<file path="src/rtl/set_clock_timekeeper_pkg.sv">
// Shared encodings and limits for the set-clock timekeeper.
// The CLOCK_12H_EN build uses HOUR_MAX_12; the default build uses HOUR_MAX_24.
package set_clock_pkg;

    // The state encoding matches the Field output code, so Field is the state itself.
    typedef enum logic [1:0] {
        RUN      = 2'b00,
        SET_HOUR = 2'b01,
        SET_MIN  = 2'b10
    } state_t;

    localparam logic [1:0] FIELD_NONE    = 2'b00;
    localparam logic [1:0] FIELD_HOURS   = 2'b01;
    localparam logic [1:0] FIELD_MINUTES = 2'b10;

    localparam logic [5:0] SEC_MAX     = 6'd59;
    localparam logic [5:0] MIN_MAX     = 6'd59;
    localparam logic [4:0] HOUR_MAX_24 = 5'd23;
    localparam logic [4:0] HOUR_MAX_12 = 5'd12;

    function automatic logic [5:0] wrap_inc6(input logic [5:0] value, input logic [5:0] max);
        return (value == max) ? 6'd0 : value + 6'd1;
    endfunction

    function automatic logic [1:0] field_of(input state_t st);
        case (st)
            SET_HOUR: return FIELD_HOURS;
            SET_MIN:  return FIELD_MINUTES;
            default:  return FIELD_NONE;
        endcase
    endfunction

endpackage

</file>
<file path="src/rtl/set_clock_timekeeper_if.sv">
// Control inputs and time/status outputs of the set-clock timekeeper.
interface set_clock_timekeeper_if
    import set_clock_pkg::*;
();
    // No valid/ready pairs here: Tick is a one-cycle qualifier that is consumed on the
    // edge it is high, Shot/Inc/Sel are levels, and the outputs are always valid.
    logic       Shot;
    logic       Tick;
    logic       Inc;
    logic       Sel;
    logic [4:0] Hours;
    logic [5:0] Minutes;
    logic [5:0] Seconds;
    logic [1:0] Field;
    logic       Set_Mode;
    logic       PM;
    state_t     dbg_state;

    modport master (
        output Shot, Tick, Inc, Sel,
        input  Hours, Minutes, Seconds, Field, Set_Mode, PM, dbg_state
    );

    modport slave (
        input  Shot, Tick, Inc, Sel,
        output Hours, Minutes, Seconds, Field, Set_Mode, PM, dbg_state
    );

endinterface

</file>
<file path="src/rtl/set_clock_timekeeper_edge_detect.sv">
// Rising-edge detector: one register of history, rise = current high and last low.
module edge_detect (
    input  logic clk,
    input  logic reset,
    input  logic in,
    output logic rise
);

    logic prev;

    always_ff @(posedge clk or negedge reset) begin
        if (!reset) begin
            prev <= 1'b0;
        end else begin
            prev <= in;
        end
    end

    assign rise = in & ~prev;

endmodule

</file>
<file path="src/rtl/set_clock_timekeeper.sv">
// Time-of-day counter with a Shot/Inc/Sel set sequence (RUN -> SET_HOUR -> SET_MIN).
// Define CLOCK_12H_EN for a 1..12 hour range with a PM flag; otherwise 0..23 and PM=0.
module set_clock_timekeeper
    import set_clock_pkg::*;
(
    input  logic                   clk,
    input  logic                   reset,
    set_clock_timekeeper_if.slave  bus
);

    state_t     state;
    logic [4:0] hours;
    logic [5:0] minutes;
    logic [5:0] seconds;

    logic shot_rise;
    logic inc_rise;
    logic sel_rise;

    edge_detect u_shot_edge (.clk(clk), .reset(reset), .in(bus.Shot), .rise(shot_rise));
    edge_detect u_inc_edge  (.clk(clk), .reset(reset), .in(bus.Inc),  .rise(inc_rise));
    edge_detect u_sel_edge  (.clk(clk), .reset(reset), .in(bus.Sel),  .rise(sel_rise));

    // Hours advance either by the full seconds+minutes carry in RUN or by an Inc edge
    // while editing hours; a Shot edge or a Sel edge in the same cycle suppresses it.
    logic run_carry_hour;
    logic set_inc_hour;
    logic hour_adv;
    logic [4:0] hour_next;
    logic [4:0] hour_reset_val;

    assign run_carry_hour = (state == RUN) && bus.Tick &&
                            (seconds == SEC_MAX) && (minutes == MIN_MAX);
    assign set_inc_hour   = (state == SET_HOUR) && bus.Shot && !sel_rise && inc_rise;
    assign hour_adv       = !shot_rise && (run_carry_hour || set_inc_hour);

`ifdef CLOCK_12H_EN
    logic pm_q;

    assign hour_reset_val = HOUR_MAX_12;
    assign hour_next      = (hours == HOUR_MAX_12) ? 5'd1 : hours + 5'd1;

    // PM flips on the 11 -> 12 step, whether it came from the carry or from Inc.
    always_ff @(posedge clk or negedge reset) begin
        if (!reset) begin
            pm_q <= 1'b0;
        end else if (hour_adv && (hours == HOUR_MAX_12 - 5'd1)) begin
            pm_q <= ~pm_q;
        end
    end

    assign bus.PM = pm_q;
`else
    assign hour_reset_val = 5'd0;
    assign hour_next      = (hours == HOUR_MAX_24) ? 5'd0 : hours + 5'd1;
    assign bus.PM         = 1'b0;
`endif

    always_ff @(posedge clk or negedge reset) begin
        if (!reset) begin
            state   <= RUN;
            hours   <= hour_reset_val;
            minutes <= 6'd0;
            seconds <= 6'd0;
        end else if (shot_rise) begin
            // Entering the set sequence wins over any coincident Tick, Inc or Sel.
            state   <= SET_HOUR;
            seconds <= 6'd0;
        end else begin
            if (hour_adv) begin
                hours <= hour_next;
            end
            case (state)
                RUN: begin
                    if (bus.Tick) begin
                        seconds <= wrap_inc6(seconds, SEC_MAX);
                        if (seconds == SEC_MAX) begin
                            minutes <= wrap_inc6(minutes, MIN_MAX);
                        end
                    end
                end
                SET_HOUR: begin
                    if (!bus.Shot) begin
                        state <= RUN;
                    end else if (sel_rise) begin
                        state <= SET_MIN;
                    end
                end
                SET_MIN: begin
                    if (!bus.Shot) begin
                        state <= RUN;
                    end else if (sel_rise) begin
                        state <= RUN;
                    end else if (inc_rise) begin
                        minutes <= wrap_inc6(minutes, MIN_MAX);
                    end
                end
                default: begin
                    state <= RUN;
                end
            endcase
        end
    end

    assign bus.Hours     = hours;
    assign bus.Minutes   = minutes;
    assign bus.Seconds   = seconds;
    assign bus.Field     = field_of(state);
    assign bus.Set_Mode  = (state != RUN);
    assign bus.dbg_state = state;

endmodule

</file>
<file path="src/flat_wrapper.sv">
// flat-port wrapper written by rule: the top's interface ports become plain ports
module set_clock_timekeeper_flat import set_clock_pkg::*;
  (clk, reset, bus_Shot, bus_Tick, bus_Inc, bus_Sel, bus_Hours, bus_Minutes, bus_Seconds, bus_Field, bus_Set_Mode, bus_PM, bus_dbg_state);
  set_clock_timekeeper_if bus_i ();
  input  logic clk;
  input  logic reset;
  input wire logic [$bits(bus_i.Shot)-1:0] bus_Shot;
  input wire logic [$bits(bus_i.Tick)-1:0] bus_Tick;
  input wire logic [$bits(bus_i.Inc)-1:0] bus_Inc;
  input wire logic [$bits(bus_i.Sel)-1:0] bus_Sel;
  output wire logic [$bits(bus_i.Hours)-1:0] bus_Hours;
  output wire logic [$bits(bus_i.Minutes)-1:0] bus_Minutes;
  output wire logic [$bits(bus_i.Seconds)-1:0] bus_Seconds;
  output wire logic [$bits(bus_i.Field)-1:0] bus_Field;
  output wire logic [$bits(bus_i.Set_Mode)-1:0] bus_Set_Mode;
  output wire logic [$bits(bus_i.PM)-1:0] bus_PM;
  output wire logic [$bits(bus_i.dbg_state)-1:0] bus_dbg_state;
  assign bus_i.Shot = bus_Shot;
  assign bus_i.Tick = bus_Tick;
  assign bus_i.Inc = bus_Inc;
  assign bus_i.Sel = bus_Sel;
  assign bus_Hours = bus_i.Hours;
  assign bus_Minutes = bus_i.Minutes;
  assign bus_Seconds = bus_i.Seconds;
  assign bus_Field = bus_i.Field;
  assign bus_Set_Mode = bus_i.Set_Mode;
  assign bus_PM = bus_i.PM;
  assign bus_dbg_state = bus_i.dbg_state;
  set_clock_timekeeper u_core (.clk(clk), .reset(reset), .bus(bus_i));
endmodule
</file>
<file path="config.mk">
export PLATFORM = sky130hd
export DESIGN_NAME = set_clock_timekeeper_flat
export DESIGN_NICKNAME = d
export VERILOG_FILES = /design/src/rtl/set_clock_timekeeper_pkg.sv /design/src/rtl/set_clock_timekeeper_if.sv /design/src/rtl/set_clock_timekeeper_edge_detect.sv /design/src/rtl/set_clock_timekeeper.sv /design/src/flat_wrapper.sv
export SDC_FILE = /design/constraint.sdc
export NUM_CORES = 1
export LEC_CHECK = 0
export BUFFER_PORTS_ARGS = -buffer_cell sky130_fd_sc_hd__buf_2
export CAP_MARGIN = 20
export CORE_ASPECT_RATIO = 0.75
export CORE_MARGIN = 2
export CORE_UTILIZATION = 40
export DETAILED_ROUTE_END_ITERATION = 6
export PLACE_DENSITY = 0.6
export SETUP_SLACK_MARGIN = 0.02
export SKIP_CTS_REPAIR_TIMING = 1
export SLEW_MARGIN = 10
export SYNTH_ARGS = -nofsm -noshare
export SYNTH_HDL_FRONTEND = slang
export SYNTH_SLANG_ARGS = --single-unit
</file>
<file path="constraint.sdc">
create_clock -name clk -period 1.93 [get_ports clk]
set_input_delay 0.0965 -clock clk [delete_from_list [all_inputs] [get_ports clk]]
set_output_delay 0.0965 -clock clk [all_outputs]
set_load 0.02 [all_outputs]
</file>
==> results of run 1 <==
critical path, stage by stage, from the launching register on:
cell,delay [ns]
dfrtp_1,0.41
ha_2,0.26
nand3b_4,0.10
nor4_4,0.19
o21ai_2,0.18
or4_1,0.50
nand2_1,0.07
layout make-up:
cell class	instances	area (sq um)	area share, %
clock buffers	4	55.1	3.61
well taps	38	47.5	3.12
multi-input cells	89	658	43.2
repair buffers	34	198	13.0
flip-flops and latches	22	551	36.1
inverters	4	15.0	0.985
state kept, by name, indices dropped and copies added, names as in the netlist:
name,count
u_core.bus.Minutes,6
u_core.bus.Seconds,6
u_core.bus.Hours,5
u_core.bus.dbg_state,2
u_core.u_inc_edge.prev,1
u_core.u_sel_edge.prev,1
u_core.u_shot_edge.prev,1
logic make-up after synthesis:
logic type / count (synthesis) / share of synthesized area [%]
AO/OA/AOI/OAI: 24 / 14.6
XOR/XNOR: 2 / 1.42
adder cells (fa/ha/maj): 3 / 3.03
buffers and inverters: 6 / 2.73
flip-flops: 22 / 44.5
multiplexers: 5 / 4.45
other: 1 / 0.303
AND/OR/NAND/NOR: 54 / 29.0
worst max path at each step:
stage	start	end
after detailed placement	u_core.bus.Seconds[1]$_DFFE_PN0P_	u_core.bus.Hours[3]$_DFFE_PN0P_
after global routing	u_core.bus.Minutes[0]$_DFFE_PN0P_	u_core.bus.Hours[3]$_DFFE_PN0P_
after floorplan	u_core.bus.Seconds[0]$_DFFE_PN0P_	u_core.bus.Hours[3]$_DFFE_PN0P_
final	u_core.bus.Seconds[1]$_DFFE_PN0P_	u_core.bus.Minutes[5]$_DFFE_PN0P_
after CTS	u_core.bus.Seconds[1]$_DFFE_PN0P_	u_core.bus.Hours[3]$_DFFE_PN0P_
after global placement	u_core.bus.Seconds[1]$_DFFE_PN0P_	u_core.bus.Hours[3]$_DFFE_PN0P_
placed cells by master (no fill, tap or decap), types with 3 or more instances in the layout:
master / n
buf_2: 27
clkbuf_8: 4
inv_1: 4
o21ai_0: 4
a21oi_1: 6
dlygate4sd3_1: 4
nor2_1: 10
and2b_1: 3
dfrtp_1: 22
buf_4: 3
nand2_1: 13
nor3_1: 4
per-stage QoR:
step,power [mW],cell area (sq um)
final,1.12,1520
after global routing,1.18,1520
after CTS,1.12,1480
after detailed placement,0.789,1420
after global placement,0.779,1420
after floorplan,0.700,1240
power breakdown:
| group | switching (mW) | leakage, nW | internal [mW] | total, mW |
|---|---|---|---|---|
| Combinational | 0.142 | 0.426 | 0.0955 | 0.238 |
| Clock | 0.152 | 0.0288 | 0.182 | 0.334 |
| Sequential | 0.0463 | 0.290 | 0.501 | 0.547 |
| Total | 0.341 | 0.744 | 0.779 | 1.12 |
per-layer routing:
metal / wire, um / vias up / GRT usage, %
li1: - / 490 / -
met1: 1270 / 460 / 23.1
met2: 1090 / 27 / 21.0
met3: 157 / 0 / 5.38
met4: 0 / 0 / 3.00
met5: 0 / - / 0
==> flow_metrics.py, run 1 <==
metrics = {
    "status": {
        "status": "finished clean",
    },
    "floorplanning": {
        "start_util_pct": 42.2,
        "rows": 17,
        "die_area_sq_um": 3560,
        "die_y_um": 52.2,
        "core_area_sq_um": 2940,
        "num_io_pins": 29,
        "die_w_um": 68.2,
    },
    "logic_synthesis": {
        "synthesis.area_sq_um": 1240,
        "postSynthNetCount": 126,
        "ys_seq_area_share_pct": 44.5,
        "synth_edf_count": 0,
        "ys.flop_type": "dfrtp_1",
        "synth_top_area_share_pct": 44.5,
        "synth_cell_types": 46,
        "synthTopCellsByArea": "dfrtp_1 44%, nand2_1 3.9%, nor2_1 3.3%, ha_1 3.0%, nor3_4 2.6%",
        "synthCells": 117,
        "yosys_warnings": 0,
        "async_flop_share_pct": 100,
        "yosys_register_bits": 22,
        "syn_avg_cell_area_sq_um": 10.6,
        "yosys.area.top_type": "dfrtp_1",
        "ys_top_cells_by_count": "22 x dfrtp_1, 13 x nand2_1, 11 x nor2_1, 6 x a21oi_1",
        "synth_most_common_cell": "dfrtp_1",
    },
    "critical_path": {
        "cp.required_ns": 2.14,
        "r2r_setup_slack_ns": 0.16,
        "arrival_ns": 1.97,
        "worst-r2r-cell-count": 6,
        "r2r-end": "u_core.bus.Minutes[5]$_DFFE_PN0P_",
        "path_class": "register to register",
        "start_kind": "register",
        "cp_max_fo": 10,
        "rr_startpoint": "u_core.bus.Seconds[1]$_DFFE_PN0P_",
        "end_kind": "register",
    },
    "sta": {
        "hold_viol_final": 0,
        "relSlewSlack_pct": 66.0,
        "finalCritPeriodShare_pct": 91.6,
        "max_freq_ghz": 0.566,
        "worst_pin_slew_ns": 0.509,
        "post-route-min-period_ns": 1.77,
        "setup_viol": 0,
        "setup_ws_ns": 0.162,
        "finClkSkew_ns": 0.00152,
        "rsz0062_at_grt": "yes",
        "drv_slew": 0,
        "fin_setup_tns_ns": 0,
        "timing.hold.ws_ns": 0.283,
    },
    "clocking": {
        "numCtsBuffers": 3,
        "clock_sinks": 22,
        "cts_tree": "built",
        "htreeDepth": 1,
        "clk_path_buf_depth": 2,
        "clk_latency_ns": 0.26,
        "cts_root_buffer": "clkbuf_8",
        "path_clk_slew_ns": 0.08,
    },
    "hold_path": {
        "whs_endpoint": "u_core.bus.Seconds[1]$_DFFE_PN0P_",
        "holdPathStages": 4,
        "hold_class": "input port to register",
        "worstHoldStart": "bus_Tick",
    },
    "power_and_ir_drop": {
        "leakage_nw": 0.744,
        "ir_drop_v": 0.000572,
        "pwr_density_cell_nw_per_um2": 735,
    },
    "placement": {
        "io_buffers": 27,
        "dp_cells": 183,
        "place_ws_ns": 0.0626,
        "finalWeightedCongestion": 0.802,
        "dpl.hpwl_um": 1870,
    },
    "routing": {
        "dr.pass1.iters": 4,
        "wl_per_cell_um": 13.2,
        "drc": 0,
        "drt-vias-per-instance": 5.12,
        "wirelength_um": 2510,
        "detail-route-antenna-nets": 0,
        "drtIter0Drc": 92,
        "dr_total_vias": 977,
    },
    "global_routing": {
        "grt_pass1_wl_um": 4070,
        "track_usage_pct": 15.3,
        "grt_overflow": 0,
        "grt_max_degree": 23,
        "first_global_vias": 833,
        "antenna_found_initial": 0,
    },
    "finish": {
        "fin_nets": 163,
        "synthToLayoutAreaGrowth_pct": 23.2,
        "finalNonFillerCells": 191,
        "fillerInstances": 277,
        "drive_above_1_share_pct": 33.3,
        "final_core_util_pct": 51.9,
        "n_antenna_cell": 0,
    },
    "job": {
        "cap_violations": 0,
    },
}
Note: power is estimated with default switching activity, not from simulation.
==> inputs of run 2 (changes only) <==
--- a/config.mk
+++ b/config.mk
@@ -11,7 +11,7 @@
 export CORE_MARGIN = 2
 export CORE_UTILIZATION = 40
 export DETAILED_ROUTE_END_ITERATION = 6
-export PLACE_DENSITY = 0.6
+export PLACE_DENSITY = 0.7
 export SETUP_SLACK_MARGIN = 0.02
 export SKIP_CTS_REPAIR_TIMING = 1
 export SLEW_MARGIN = 10
==> run 2 against run 1 <==
Net effect: register-to-register slack about the same; sequential power up 1%; first-iteration DRC count down 74%; highest routed layer unchanged; sequential share of layout area up 0.82 points; largest power group unchanged; global-route usage up 0.43 points.
==> flow_metrics.py, run 2 (same netlist as run 1, synthesis figures left out) <==
metrics = {
    "status": {
        "status": "finished clean",
    },
    "clocking": {
        "cts_tree": "built",
        "clk_latency_ns": 0.25,
        "numCtsBuffers": 3,
        "path_clk_slew_ns": 0.07,
        "clk_path_buf_depth": 2,
        "clock_sinks": 22,
        "htreeDepth": 1,
        "cts_root_buffer": "clkbuf_8",
    },
    "routing": {
        "detail-route-antenna-nets": 0,
        "drt-vias-per-instance": 5.20,
        "wirelength_um": 2530,
        "dr.pass1.iters": 4,
        "drc": 0,
        "dr_total_vias": 978,
        "wl_per_cell_um": 13.5,
        "drtIter0Drc": 24,
    },
    "critical_path": {
        "arrival_ns": 1.92,
        "path_class": "register to register",
        "start_kind": "register",
        "cp_max_fo": 10,
        "cp.required_ns": 2.07,
        "worst-r2r-cell-count": 6,
        "end_kind": "register",
    },
    "global_routing": {
        "met2_usage_pct": 24.9,
        "met3_usage_pct": 4.73,
        "grt_overflow": 0,
        "track_usage_pct": 15.8,
        "first_global_vias": 939,
        "globalRouteMet1Util_pct": 21.7,
        "grt_max_degree": 23,
        "grt_pass1_wl_um": 4200,
        "gr-max-usage-layer": "met2",
        "antenna_found_initial": 0,
    },
    "floorplanning": {
        "num_io_pins": 29,
        "die_w_um": 68.2,
        "start_util_pct": 42.2,
        "core_area_sq_um": 2940,
        "die_y_um": 52.2,
        "die_area_sq_um": 3560,
        "rows": 17,
    },
    "finish": {
        "synthToLayoutAreaGrowth_pct": 20.4,
        "n_antenna_cell": 0,
        "fillerInstances": 292,
        "fin_nets": 161,
        "seq_area_sq_um": 551,
        "final_cell_mix": "27 x buf_2, 22 x dfrtp_1, 13 x nand2_1",
        "multiInputGateArea_sq_um": 656,
        "final_common_cell": "buf_2",
        "drive_above_1_share_pct": 32.0,
    },
    "sta": {
        "max_freq_ghz": 0.561,
        "drv_slew": 0,
        "setup_viol": 0,
        "finalCritPeriodShare_pct": 92.3,
        "timing.hold.ws_ns": 0.0185,
        "fin_setup_tns_ns": 0,
        "rsz0062_at_grt": "no",
        "hold_viol_final": 0,
        "post-route-min-period_ns": 1.78,
        "finClkSkew_ns": 0.00351,
    },
    "placement": {
        "dpl.hpwl_um": 1910,
        "finalWeightedCongestion": 0.782,
        "io_buffers": 27,
    },
    "job": {
        "cap_violations": 0,
    },
    "power_and_ir_drop": {
        "ir_drop_v": 0.000473,
        "leakage_nw": 0.730,
        "pwr_density_cell_nw_per_um2": 705,
    },
    "hold_path": {
        "hold_class": "input port to register",
        "holdPathStages": 1,
    },
}
-- run 2: cell types whose count changed in the layout (fill, tap and decap cells not counted) --
cell	previous run	this run
dlygate4sd3_1	4	3
buf_4	3	2
clkbuf_8	4	3
ha_2	1	0
ha_1	2	3
-- run 2: metal layers --
metal	up-vias	share of wire, %
met5	-	0
met4	0	0
met3	0	4.6
met2	21	47
met1	473	48
li1	484	-
-- run 2: final cells by class --
type	count	area share [%]
multi-input cells	89	44.0
flip-flops and latches	22	36.9
repair buffers	32	12.1
well taps	38	3.19
clock buffers	3	2.77
inverters	4	1.01
-- run 2: worst paths after layout --
| kind | startpoint | end | slack [ns] |
|---|---|---|---|
| setup / recovery | u_core.bus.Seconds[0]$_DFFE_PN0P_ | u_core.bus.Minutes[2]$_DFFE_PN0P_ | 0.15 |
| hold / removal | bus_Shot | u_core.u_shot_edge.prev$_DFF_PN0_ | 0.02 |
| setup reg to reg | u_core.bus.Seconds[0]$_DFFE_PN0P_ | u_core.bus.Minutes[2]$_DFFE_PN0P_ | 0.15 |
| hold reg to reg | u_core.bus.Minutes[4]$_DFFE_PN0P_ | u_core.bus.Minutes[4]$_DFFE_PN0P_ | 0.51 |
| max in group asynchronous | reset | u_core.bus.Seconds[0]$_DFFE_PN0P_ | 1.25 |
| min in group asynchronous | reset | u_core.bus.dbg_state[1]$_DFFE_PN0P_ | 0.34 |
-- run 2: per-stage QoR --
step	std cells	worst slack, ns	area [sq um]	total power, mW	utilization (%)
2_1_floorplan	117	0.110	1240	0.700	-
3_3_place_gp	182	0.158	1420	0.773	48.3
3_5_place_dp	182	0.0762	1420	0.785	48.3
4_1_cts	185	0.0601	1460	1.06	49.7
5_1_grt	188	0.0304	1490	1.12	50.8
6_report	188	0.148	1490	1.05	50.8
-- run 2: critical path: stages, from the launching register on --
cell and delay [ns]:
dfrtp_1 0.42, ha_1 0.28, nand3b_4 0.12, nor4_4 0.04, o21ai_2 0.38, nor2_1 0.10, mux2_1 0.33
-- run 2: power by group --
part           internal (mW)  switching (mW)
clock network          0.139           0.134
logic                 0.0894           0.134
registers              0.501          0.0522
